==> config.mk <==
export PLATFORM = sky130hd
export DESIGN_NAME = mips_cycle_sequencer_flat
export DESIGN_NICKNAME = d
export VERILOG_FILES = /design/src/rtl/mips_pkg.sv /design/src/rtl/mips_cycle_sequencer_if.sv /design/src/rtl/mips_cycle_sequencer.sv /design/src/flat_wrapper.sv
export SDC_FILE = /design/constraint.sdc
export NUM_CORES = 1
export LEC_CHECK = 0
export BUFFER_PORTS_ARGS = -buffer_cell sky130_fd_sc_hd__buf_2
export CAP_MARGIN = 20
export CORE_AREA = 10 10 47 49
export DETAILED_ROUTE_END_ITERATION = 6
export DIE_AREA = 0 0 57 59
export PLACE_DENSITY = 0.72
export SLEW_MARGIN = 20
export SYNTH_ARGS = -nofsm -noshare
export SYNTH_HDL_FRONTEND = slang
export SYNTH_SLANG_ARGS = --single-unit
==> constraint.sdc <==
create_clock -name clk -period 1.91 [get_ports clk]
set_input_delay 0.191 -clock clk [delete_from_list [all_inputs] [get_ports clk]]
set_output_delay 0.191 -clock clk [all_outputs]
set_load 0.02 [all_outputs]
==> src/rtl/mips_pkg.sv <==
// Shared types for the MIPS bus CPU sequencer: state encoding and exported state width.
package mips_pkg;

    localparam int STATE_W = 3;

    typedef enum logic [2:0] {
        S_RESET  = 3'd0,
        S_FETCH  = 3'd1,
        S_EXEC   = 3'd2,
        S_MEM    = 3'd3,
        S_WB     = 3'd4,
        S_MDWAIT = 3'd5,
        S_HALT   = 3'd6
    } seq_state_t;

endpackage

==> src/rtl/mips_cycle_sequencer_if.sv <==
// Avalon-style memory port between the sequencer (master) and the memory (slave).
interface mips_cycle_sequencer_if;

    logic waitrequest;
    logic mem_read;
    logic mem_write;
    logic addr_sel;

    modport master (
        input  waitrequest,
        output mem_read,
        output mem_write,
        output addr_sel
    );

    modport slave (
        output waitrequest,
        input  mem_read,
        input  mem_write,
        input  addr_sel
    );

endinterface

==> src/rtl/mips_cycle_sequencer.sv <==
// Multi-cycle sequencer: steps the datapath through fetch/exec/mem/wb and tracks
// branch delay slots, multiply/divide stalls and halt on jump-to-zero.
//
// state    | meaning
// ---------+-----------------------------------------------------------
// RESET    | leaving reset, next cycle starts fetching
// FETCH    | instruction read at PC, held while waitrequest is high
// EXEC     | decode flags resolved; ALU ops and transfers finish here
// MEM      | load/store transfer at ALU address, held while waitrequest
// WB       | load data written to the register file
// MDWAIT   | waiting for the multiply/divide unit to go idle
// HALT     | jump to zero completed its delay slot; absorbing until reset
module mips_cycle_sequencer
    import mips_pkg::*;
#(
    parameter int STATE_W = mips_pkg::STATE_W
) (
    input  logic                  clk,
    input  logic                  rst_n,
    mips_cycle_sequencer_if.master bus,
    input  logic                  data_read,
    input  logic                  data_write,
    input  logic                  write_enable,
    input  logic                  hi_wren,
    input  logic                  lo_wren,
    input  logic                  md_op,
    input  logic                  md_busy,
    input  logic                  ctl_transfer,
    input  logic                  target_is_zero,
    output logic                  ir_load,
    output logic                  pc_en,
    output logic                  pc_src,
    output logic                  target_load,
    output logic                  reg_we,
    output logic                  hi_we,
    output logic                  lo_we,
    output logic                  md_start,
    output logic                  active,
    output logic [STATE_W-1:0]    state
);

    seq_state_t state_q, state_d;
    logic       slot_pending, slot_d;
    logic       halt_pending, halt_d;
    logic       finish;
    logic       mem_read, mem_write, addr_sel;

    always_ff @(posedge clk) begin
        if (!rst_n) begin
            state_q      <= S_RESET;
            slot_pending <= 1'b0;
            halt_pending <= 1'b0;
        end else begin
            state_q      <= state_d;
            slot_pending <= slot_d;
            halt_pending <= halt_d;
        end
    end

    always_comb begin
        state_d     = state_q;
        slot_d      = slot_pending;
        halt_d      = halt_pending;
        finish      = 1'b0;
        mem_read    = 1'b0;
        mem_write   = 1'b0;
        addr_sel    = 1'b0;
        ir_load     = 1'b0;
        pc_en       = 1'b0;
        pc_src      = 1'b0;
        target_load = 1'b0;
        reg_we      = 1'b0;
        hi_we       = 1'b0;
        lo_we       = 1'b0;
        md_start    = 1'b0;
        active      = 1'b1;

        case (state_q)
            S_RESET: state_d = S_FETCH;
            S_FETCH: begin
                mem_read = 1'b1;
                if (!bus.waitrequest) begin
                    ir_load = 1'b1;
                    state_d = S_EXEC;
                end
            end
            S_EXEC: begin
                if (data_read || data_write) begin
                    state_d = S_MEM;
                end else if (md_op) begin
                    md_start = 1'b1;
                    state_d  = S_MDWAIT;
                end else begin
                    reg_we = write_enable;
                    hi_we  = hi_wren;
                    lo_we  = lo_wren;
                    finish = 1'b1;
                end
                // A transfer sitting in a delay slot is deliberately dropped.
                if (ctl_transfer && !slot_pending) begin
                    target_load = 1'b1;
                    slot_d      = 1'b1;
                    halt_d      = target_is_zero;
                end
            end
            S_MEM: begin
                addr_sel  = 1'b1;
                mem_read  = data_read;
                mem_write = !data_read;
                if (!bus.waitrequest) begin
                    if (data_read) state_d = S_WB;
                    else           finish  = 1'b1;
                end
            end
            S_WB: begin
                reg_we = 1'b1;
                finish = 1'b1;
            end
            S_MDWAIT: begin
                if (!md_busy) begin
                    hi_we  = hi_wren;
                    lo_we  = lo_wren;
                    finish = 1'b1;
                end
            end
            S_HALT:  active  = 1'b0;
            default: state_d = S_RESET;
        endcase

        // The branch itself falls through to its slot; the slot redirects to the target.
        if (finish) begin
            pc_en = 1'b1;
            if (slot_pending) begin
                pc_src  = 1'b1;
                slot_d  = 1'b0;
                halt_d  = 1'b0;
                state_d = halt_pending ? S_HALT : S_FETCH;
            end else begin
                state_d = S_FETCH;
            end
        end
    end

    assign bus.mem_read  = mem_read;
    assign bus.mem_write = mem_write;
    assign bus.addr_sel  = addr_sel;
    assign state         = STATE_W'(state_q);

endmodule

==> src/flat_wrapper.sv <==
// flat-port wrapper written by rule: the top's interface ports become plain ports
module mips_cycle_sequencer_flat import mips_pkg::*;
#(
    parameter int STATE_W = mips_pkg::STATE_W
)
  (clk, rst_n, data_read, data_write, write_enable, hi_wren, lo_wren, md_op, md_busy, ctl_transfer, target_is_zero, ir_load, pc_en, pc_src, target_load, reg_we, hi_we, lo_we, md_start, active, state, bus_waitrequest, bus_mem_read, bus_mem_write, bus_addr_sel);
  mips_cycle_sequencer_if bus_i ();
  input  logic clk;
  input  logic rst_n;
  input  logic data_read;
  input  logic data_write;
  input  logic write_enable;
  input  logic hi_wren;
  input  logic lo_wren;
  input  logic md_op;
  input  logic md_busy;
  input  logic ctl_transfer;
  input  logic target_is_zero;
  output logic ir_load;
  output logic pc_en;
  output logic pc_src;
  output logic target_load;
  output logic reg_we;
  output logic hi_we;
  output logic lo_we;
  output logic md_start;
  output logic active;
  output logic [STATE_W-1:0] state;
  input wire logic [$bits(bus_i.waitrequest)-1:0] bus_waitrequest;
  output wire logic [$bits(bus_i.mem_read)-1:0] bus_mem_read;
  output wire logic [$bits(bus_i.mem_write)-1:0] bus_mem_write;
  output wire logic [$bits(bus_i.addr_sel)-1:0] bus_addr_sel;
  assign bus_i.waitrequest = bus_waitrequest;
  assign bus_mem_read = bus_i.mem_read;
  assign bus_mem_write = bus_i.mem_write;
  assign bus_addr_sel = bus_i.addr_sel;
  mips_cycle_sequencer #(.STATE_W(STATE_W)) u_core (.clk(clk), .rst_n(rst_n), .bus(bus_i), .data_read(data_read), .data_write(data_write), .write_enable(write_enable), .hi_wren(hi_wren), .lo_wren(lo_wren), .md_op(md_op), .md_busy(md_busy), .ctl_transfer(ctl_transfer), .target_is_zero(target_is_zero), .ir_load(ir_load), .pc_en(pc_en), .pc_src(pc_src), .target_load(target_load), .reg_we(reg_we), .hi_we(hi_we), .lo_we(lo_we), .md_start(md_start), .active(active), .state(state));
endmodule
Yosys cells after proc, flatten, opt, wreduce, memory -nomap -nowiden
Cells that the tools add are included.
{"block": "totals", "reg_bits": 5, "input_bits": 12}
{"block": "op_classes", "n_eq_ne": 11, "muxes": 48, "n_reduce_logical": 7}
{"op": "$mux W1", "n": 34}
{"op": "$mux W3", "n": 8}
{"op": "$pmux W3 S5", "n": 1}
{"op": "$eq A3 B3 Y1 const B", "n": 3}
{"op": "$ne A3 B2 Y1 const B", "n": 3}
{"op": "$pmux W1 S2", "n": 4}
{"op": "$eq A3 B2 Y1 const B", "n": 2}
{"op": "$reduce_and A5 Y1", "n": 1}
{"op": "$ne A4 B2 Y1 const B", "n": 1}
{"op": "$pmux W1 S4", "n": 1}
{"op": "$eq A3 B1 Y1 const B", "n": 1}
{"op": "$logic_not A3 Y1", "n": 1}
{"op": "$reduce_or A3 Y1", "n": 1}
{"op": "$logic_not A1 Y1", "n": 2}
{"op": "$ne A2 B1 Y1 const B", "n": 1}
{"op": "$logic_and A1 B1 Y1", "n": 1}
{"op": "$logic_or A1 B1 Y1", "n": 1}

Longest topological paths before layout
Gate-level depths: netlist (run 1).
{"block": "depth", "ltp_word": 6, "ltp_mapped": 6}

Worst setup path after synthesis (run 1)
OpenSTA, ideal clock, no wires.
{"block": "synth_timing", "path_type": "register to output", "from": "register u_core.state_q[2] (netlist: u_core.state[2])", "to": "output port pc_src", "arrival_time_ns": 1.503, "setup_slack_ns": 0.216, "path_stages_with_launch": 7, "n_path_buf": 2, "cell_sequence": "dfxtp_1 -> buf_6 -> or2b_2 -> a21oi_1 -> a211o_1 -> buf_6 -> and2_1"}
{"block": "synth_between", "elab_chain_len": 3}
{"item": "from (decl)", "line": "mips_cycle_sequencer.sv:42", "rtl": "seq_state_t state_q, state_d;"}
{"item": "from (signal assigned)", "line": "mips_cycle_sequencer.sv:54", "rtl": "state_q <= state_d;"}
{"item": "$eq A3 B3 Y1 / $eq A3 B2 Y1 (equally long branches)", "line": "mips_cycle_sequencer.sv:78", "rtl": "case (state_q)"}
{"item": "$pmux W1 S4 (*)", "line": "mips_cycle_sequencer.sv:78"}
{"item": "$mux W1 (*)", "line": "mips_cycle_sequencer.sv:131", "rtl": "if (finish) begin"}
{"item": "to (decl)", "line": "flat_wrapper.sv:21", "rtl": "output logic pc_src;"}
Every way passes the cells marked *; elsewhere a longest branch is shown, timed or not.

Worst setup path after layout (run 1)
Ends and elaborated chain as after synthesis.

==> metrics.txt, run 1 <==
status=finished, final reports clean; Fin Hold WS=261 ps; largest net degree at the start of global routing=12; Worst Hold Endpoint=u_core.state[1]; Num CTS Buffers=3; setup repair after global routing missed its margin=false; DRT Wirelength=1.46 mm; HPWL after detailed placement=1.18 mm; Register-to-Register Path Depth=6; hold path startpoint=rst_n; initial antenna violation count=0; slew at the pin closest to its max-slew limit=322 ps; H-tree depth=1; reg-to-reg endpoint=u_core.state[2]; first-pass GRT wire length=2.32 mm; Syn-to-layout area delta=39.5%; slowest stage delay, CP=410 ps; Worst-Skew Late Latency=240 ps; drt via density=4.98; VDD IR max=397 uV; clock root buffer=clkbuf_4; reg-to-reg slack, setup=300 ps; required time worst endpoint=1720 ps; CTS max path bufs=2; CORE AREA=1400 sq um; Most used DFF post-synth=dfxtp_1; Max FO, Critical Path=10; ratio of cells with drive above 1 in the final layout=44.8%; antenna fix cells=0; library cells used by synthesis=24; Die Height=59 microns; largest cells by area after synthesis=dfxtp_1, buf_6, mux2i_1, nand2_1, nor2_1; Static Leak=0.321 nW; TritonRoute pass-1 iters=4; Rel. slew slack=78.4%; Total Routing Usage GR=8.27%; Clk pin slew, worst setup/hold paths=50 ps; clk_skew=8.08 ps; Yosys reg bits=5; Pwr per Cell Area=684 nW/um^2; Die W=57 microns; register area share after synthesis=22.9%; Buffers on Ports=26; vias in the first global route=538; Iteration-0 DRC Markers=10; die footprint=3360 sq um; slowest CP cell=dfxtp_2; Setup-failing EPs final=0; reg2reg start=u_core.state[2]; IO Count=27; total global routing overflow=0; CTS Hold Bufs=0; Antenna Nets Post-Route=0; setup TNS=0 ps; area of the mapped netlist=437 sq um; # nets final=100; Slew Viols, Final=0; Critical Path AT=1620 ps; Hold Vio Cnt, Final=0; crit end category=primary output; min Tclk post-route=1810 ps; CTS tree=done; hold path cells=3; routed length per instance=14.1 microns; Synth top area share=22.9%; site row count=14; Avg Synthesized Cell Area=7.53 sq um; MaxCap Viol Count=0; asr flop ratio synth=0%; Post-synth EDFFs=0; DRC Markers=0; clk sinks=5; Synth Instances=58; syn_nets=70; YS warnings=0; crit path cell chain=or2b_2 > a21oi_1 > a211o_1 > and2_1 > buf_2; worst hold path class=primary input to flip-flop; period utilization=94.9%; area leader, netlist=dfxtp_1; Initial Utilization=31.2%; crit path kind=flip-flop to primary output; Worst Setup Start Kind=flip-flop; via count=513; gpl congestion=0.755; fmax=552 MHz
-- routing by layer --
layer	part of all wire, %	up-vias	GRT usage (%)
met3	9.9	2	4.51
met1	39	227	8.59
met2	50	25	13.8
met5	0	-	0
met4	1.3	0	3.02
li1	-	259	-
-- report_power, final --
group          internal, mW  switching [mW]
clock                0.0790          0.0434
sequential            0.117          0.0213
combinational        0.0652          0.0904
-- area by class of cell --
| type | count | area [sq um] |
|---|---|---|
| Inverter | 4 | 15.0 |
| Multi-Input combinational cell | 46 | 299 |
| Sequential cell | 5 | 104 |
| Fill cell | 152 | 792 |
| Clock buffer | 4 | 26.3 |
| Timing Repair Buffer | 28 | 145 |
| Tap cell | 16 | 20.0 |
-- stage by stage --
step                setup WS [ps]  total power, mW  util [%]  instances  instance area [sq um]
CTS                          10.0            0.413      41.9        102                    587
global route                 2.90            0.448      43.5        103                    609
detailed placement            284            0.287      40.0         98                    561
floorplan                     216            0.243         -         58                    437
global placement              332            0.285      40.0         98                    561
finish                       96.8            0.417      43.5        103                    609
-- worst max-delay path: cells and delay by family (launching register included) --
kind	cells	cell delay, ps
AOI/OAI and AO/OA	2	320
buffers and inverters	1	160
DFF	1	410
and+or+nand+nor	2	480
-- state kept, by name, summed over array words and instances, names as in the netlist --
signal,cells
u_core.halt_pending,1
u_core.state,3
u_core.slot_pending,1
-- worst max path at each step --
stage	slack, ps	cells after the start	start	to
detailed placement	280	5	u_core.state[2]	pc_src
global placement	330	5	u_core.state[0]	pc_src
finish	100	5	u_core.state[2]	pc_src
global route	3	5	u_core.state[2]	pc_src
floorplan	220	6	u_core.state[2]	pc_src
CTS	10	5	u_core.state[2]	pc_src
-- synthesized netlist by cell type (2+ instances only) --
| master | number |
|---|---|
| nor2b_1 | 3 |
| a21oi_1 | 2 |
| nand3_1 | 2 |
| o21ai_0 | 4 |
| dfxtp_1 | 5 |
| nor3_1 | 3 |
| nor2_1 | 7 |
| or2b_2 | 2 |
| o32ai_1 | 2 |
| buf_6 | 3 |
| inv_1 | 4 |
| mux2i_1 | 3 |
| nand2_1 | 7 |
-- timing repair --
item                       4_1_cts  5_1_grt
setup buffers                    0        1
setup endpoints to repair        0        4
gates resized for setup          0        5
-- placed cells by master, fill, tap and decap left out, types with 2 or more instances in the layout --
master     n
o32ai_1    2
or2b_2     2
buf_4      2
nor2_1     7
clkbuf_4   3
dfxtp_1    2
nor2b_1    3
inv_1      4
nor3_1     2
dfxtp_2    3
o21ai_0    4
a21oi_1    2
buf_2     26
mux2i_1    3
nand3_1    2
nand2_1    7
-- kinds of logic after synthesis --
| kind of cell | count (synthesis) | synth area share [%] |
|---|---|---|
| and+or+nand+nor | 31 | 38.7 |
| muxes | 3 | 6.88 |
| DFF | 5 | 22.9 |
| AOI/OAI and AO/OA | 12 | 20.3 |
| buffers and inverters | 7 | 11.2 |
Power figures use the tool's default switching activity.
==> run 2: changes to the inputs <==
--- a/config.mk
+++ b/config.mk
@@ -5,12 +5,13 @@
 export SDC_FILE = /design/constraint.sdc
 export NUM_CORES = 1
 export LEC_CHECK = 0
-export BUFFER_PORTS_ARGS = -buffer_cell sky130_fd_sc_hd__buf_2
 export CAP_MARGIN = 20
 export CORE_AREA = 10 10 47 49
 export DETAILED_ROUTE_END_ITERATION = 6
 export DIE_AREA = 0 0 57 59
-export PLACE_DENSITY = 0.72
+export DONT_BUFFER_PORTS = 1
+export GPL_TIMING_DRIVEN = 0
+export PLACE_DENSITY = 0.55
 export SLEW_MARGIN = 20
 export SYNTH_ARGS = -nofsm -noshare
 export SYNTH_HDL_FRONTEND = slang
==> metrics.txt, run 2 (same netlist as run 1, synthesis figures left out) <==
total global routing overflow=0; Iteration-0 DRC Markers=4; hold path cells=1; design area=548 sq um; Static Leak=0.231 nW; antenna fix cells=0; CORE AREA=1400 sq um; Pwr per Cell Area=733 nW/um^2; DP Area=457 sq um; hold path startpoint=rst_n; Slew Viols, Final=0; Num CTS Buffers=3; Max FO, Critical Path=8; Buffers on Ports=0; Worst Hold Endpoint=u_core.slot_pending; Critical Path Source=u_core.state[2]; clk_skew=0.623 ps; ratio of cells with drive above 1 in the final layout=33.8%; most frequent cells in the layout=nand2_1, nor2_1, inv_1, o21ai_0; setup repair after global routing missed its margin=false; Die W=57 microns; drt via density=5.43; Worst Setup Start Kind=flip-flop; MaxCap Viol Count=0; DRC Markers=0; VDD IR max=365 uV; Hold Vio Cnt, Final=0; CTS tree=done; Total Routing Usage GR=7.24%; # nets final=78; Critical Path AT=1660 ps; routed length per instance=15.2 microns; fmax=542 MHz; period utilization=96.7%; clk sinks=5; Die Height=59 microns; H-tree depth=1; vias in the first global route=450; Register-to-Register Path Depth=6; required time worst endpoint=1720 ps; reg-to-reg slack, setup=430 ps; site row count=14; max reg flops=3; Setup-failing EPs final=0; largest net degree at the start of global routing=11; Initial Utilization=31.2%; Antenna Nets Post-Route=0; IO Count=27; DRT Wirelength=1.23 mm; Syn-to-layout area delta=25.5%; gpl congestion=0.752; die footprint=3360 sq um; via count=440; Worst-Skew Late Latency=250 ps; Rel. slew slack=54.8%; HPWL after detailed placement=992 microns; initial antenna violation count=0; crit path kind=flip-flop to primary output; worst hold path class=primary input to flip-flop; status=finished, final reports clean; clock root buffer=clkbuf_4; reg-to-reg endpoint=u_core.state[0]; Final Total Pwr=0.401 mW; crit end category=primary output; TritonRoute pass-1 iters=4; CTS Hold Bufs=0; min Tclk post-route=1850 ps; first-pass GRT wire length=1.99 mm; reg2reg start=u_core.state[2]; slew at the pin closest to its max-slew limit=670 ps; Fin Hold WS=64.4 ps; Clk pin slew, worst setup/hold paths=40 ps; most common cell after layout, fill and taps aside=nand2_1; CTS max path bufs=2
run 2: cell count changes in the layout (fill, tap and decap cells not counted), sizes merged:
cell	change
buf	-22
run 2: worst max path at each step:
stage,endpoint,slack (ps),cells after the start
global route,pc_src,2,6
CTS,hi_we,-40,6
global placement,pc_src,80,6
detailed placement,pc_src,90,6
finish,pc_src,60,6
floorplan,pc_src,220,6
run 2: power by group:
part	total, mW	internal, mW	leakage (nW)	switching (mW)
combinational	0.129	0.0552	0.174	0.0743
sequential	0.144	0.118	0.0425	0.0266
clock	0.128	0.0793	0.0150	0.0482
total	0.401	0.252	0.231	0.149
run 2: what timing repair did:
item / 4_1_cts / 5_1_grt
setup endpoints to repair: 6 / 4
pin swaps: 0 / 2
gates resized for setup: 7 / 8
setup buffers: 2 / 1
run 2: layer usage:
metal,track usage [%],up-vias,part of all wire [%]
met5,0,-,0
li1,-,217,-
met2,13.0,16,54
met3,3.65,2,8.8
met1,6.49,205,36
met4,4.03,0,1.1
run 2: worst max-delay path, stage by stage (launching register included):
cell and delay (ps):
dfxtp_4 360, buf_6 140, or2b_2 320, nor2_1 100, a211o_1 140, buf_6 150, and2_4 190
run 2: through the flow:
step                setup WS, ps  TNS, ps  std cells  util, %
floorplan                    216        0         58        -
global placement            80.9        0         74     32.6
detailed placement          89.8        0         74     32.6
CTS                        -42.4    -84.2         80     36.6
global route                2.48        0         81     39.1
finish                      63.9        0         81     39.1
run 2: cell type report:
cell class,instances,area (sq um)
sequential,5,109
inverter,4,15.0
timing repair buffer,3,22.5
buffer,3,33.8
tap,16,20.0
fill,156,853
multi-input combinational,46,322
clock buffer,4,26.3
==> run 3: changes to the inputs <==
--- a/config.mk
+++ b/config.mk
@@ -11,7 +11,6 @@
 export DIE_AREA = 0 0 57 59
 export DONT_BUFFER_PORTS = 1
 export GPL_TIMING_DRIVEN = 0
-export PLACE_DENSITY = 0.55
 export SLEW_MARGIN = 20
 export SYNTH_ARGS = -nofsm -noshare
 export SYNTH_HDL_FRONTEND = slang
==> metrics.txt, run 3 (same netlist as run 1, synthesis figures left out) <==
vias in the first global route=426; Die Height=59 microns; drt via density=5.40; status=finished, final reports clean; most frequent cells in the layout=nand2_1, nor2_1, inv_1, o21ai_0; CORE AREA=1400 sq um; period utilization=96.1%; Clk pin slew, worst setup/hold paths=50 ps; first-pass GRT wire length=2.04 mm; crit path kind=flip-flop to primary output; ratio of cells with drive above 1 in the final layout=32.3%; final worst setup slack=74.5 ps; Post-Place Worst Slack=81.4 ps; footprint of the multi-input gates=314 sq um; total global routing overflow=0; Die W=57 microns; Hold Vio Cnt, Final=0; die footprint=3360 sq um; Static Leak=0.225 nW; site row count=14; H-tree depth=1; clk sinks=5; hold path cells=1; DRC Markers=0; Pwr per Cell Area=745 nW/um^2; routed length per instance=16.2 microns; Critical Path AT=1640 ps; min Tclk post-route=1840 ps; Syn-to-layout area delta=23.8%; Buffers on Ports=0; initial antenna violation count=0; Worst-Skew Late Latency=250 ps; Max FO, Critical Path=7; slew at the pin closest to its max-slew limit=643 ps; setup TNS=0 ps; Initial Utilization=31.2%; Register-to-Register Path Depth=6; HPWL after detailed placement=1.02 mm; CTS tree=done; via count=437; CTS Hold Bufs=0; clock root buffer=clkbuf_4; Fin Hold WS=67.9 ps; Iteration-0 DRC Markers=6; VDD IR max=368 uV; gpl congestion=0.796; fill count=168; Slew Viols, Final=0; required time worst endpoint=1720 ps; Total Routing Usage GR=7.39%; MaxCap Viol Count=0; register area=109 sq um; IO Count=27; Rel. slew slack=56.7%; Worst Setup Start Kind=flip-flop; largest net degree at the start of global routing=11; Num CTS Buffers=3; worst hold path class=primary input to flip-flop; Antenna Nets Post-Route=0; Setup-failing EPs final=0; crit end category=primary output; most common cell after layout, fill and taps aside=nand2_1; TritonRoute pass-1 iters=4; fmax=545 MHz; Util after Layout=38.6%; CTS max path bufs=2; antenna fix cells=0; clk_skew=4.47 ps; # nets final=78; max reg flops=3; DRT Wirelength=1.31 mm
## run 3: cell counts in the layout (fill, tap and decap cells not counted)
No cell type changed its count.
## run 3: layout make-up
cell class | instances | share of cell area (%)
multi-input cells | 46 | 58.1
flip-flops and latches | 5 | 20.1
plain buffers | 3 | 6.25
clock buffers | 4 | 4.86
repair buffers | 3 | 4.17
well taps | 16 | 3.70
inverters | 4 | 2.78
## run 3: power breakdown
group	internal [mW]	total [mW]	switching, mW
clock network	0.0792	0.125	0.0462
registers	0.118	0.144	0.0261
logic	0.0588	0.134	0.0748
total	0.256	0.403	0.147
## run 3: worst max-delay path, cell delays in order, from the launching register on
cell and delay, ps:
dfxtp_4 370, buf_6 140, nor3_4 180, nor3b_2 220, a211o_1 150, buf_6 160, and2_4 190
## run 3: final timing paths
check / start / to / slack (ps)
setup / recovery: u_core.state[2] / pc_src / 70
hold / removal: rst_n / u_core.slot_pending / 70
setup reg to reg: u_core.state[2] / u_core.state[2] / 430
hold reg to reg: u_core.halt_pending / u_core.state[2] / 520
## run 3: timing repair
action,CTS,global route
setup endpoints to repair,6,4
resized for setup,6,8
pin swaps,0,1
buffers inserted,1,2
## run 3: metrics by stage
step	power [mW]	instances	cell area, sq um
finish	0.403	81	541
global route	0.429	81	541
CTS	0.395	79	499
detailed placement	0.264	74	457
global placement	0.262	74	457
floorplan	0.243	58	437
## run 3: metal layers
metal  up-vias  share of wire [%]  global-route usage (%)
li1        217                  -                       -
met1       204                 38                    7.24
met2        14                 50                    12.6
met3         2                 10                    4.29
met4         0                1.6                    3.02
met5         -                  0                       0
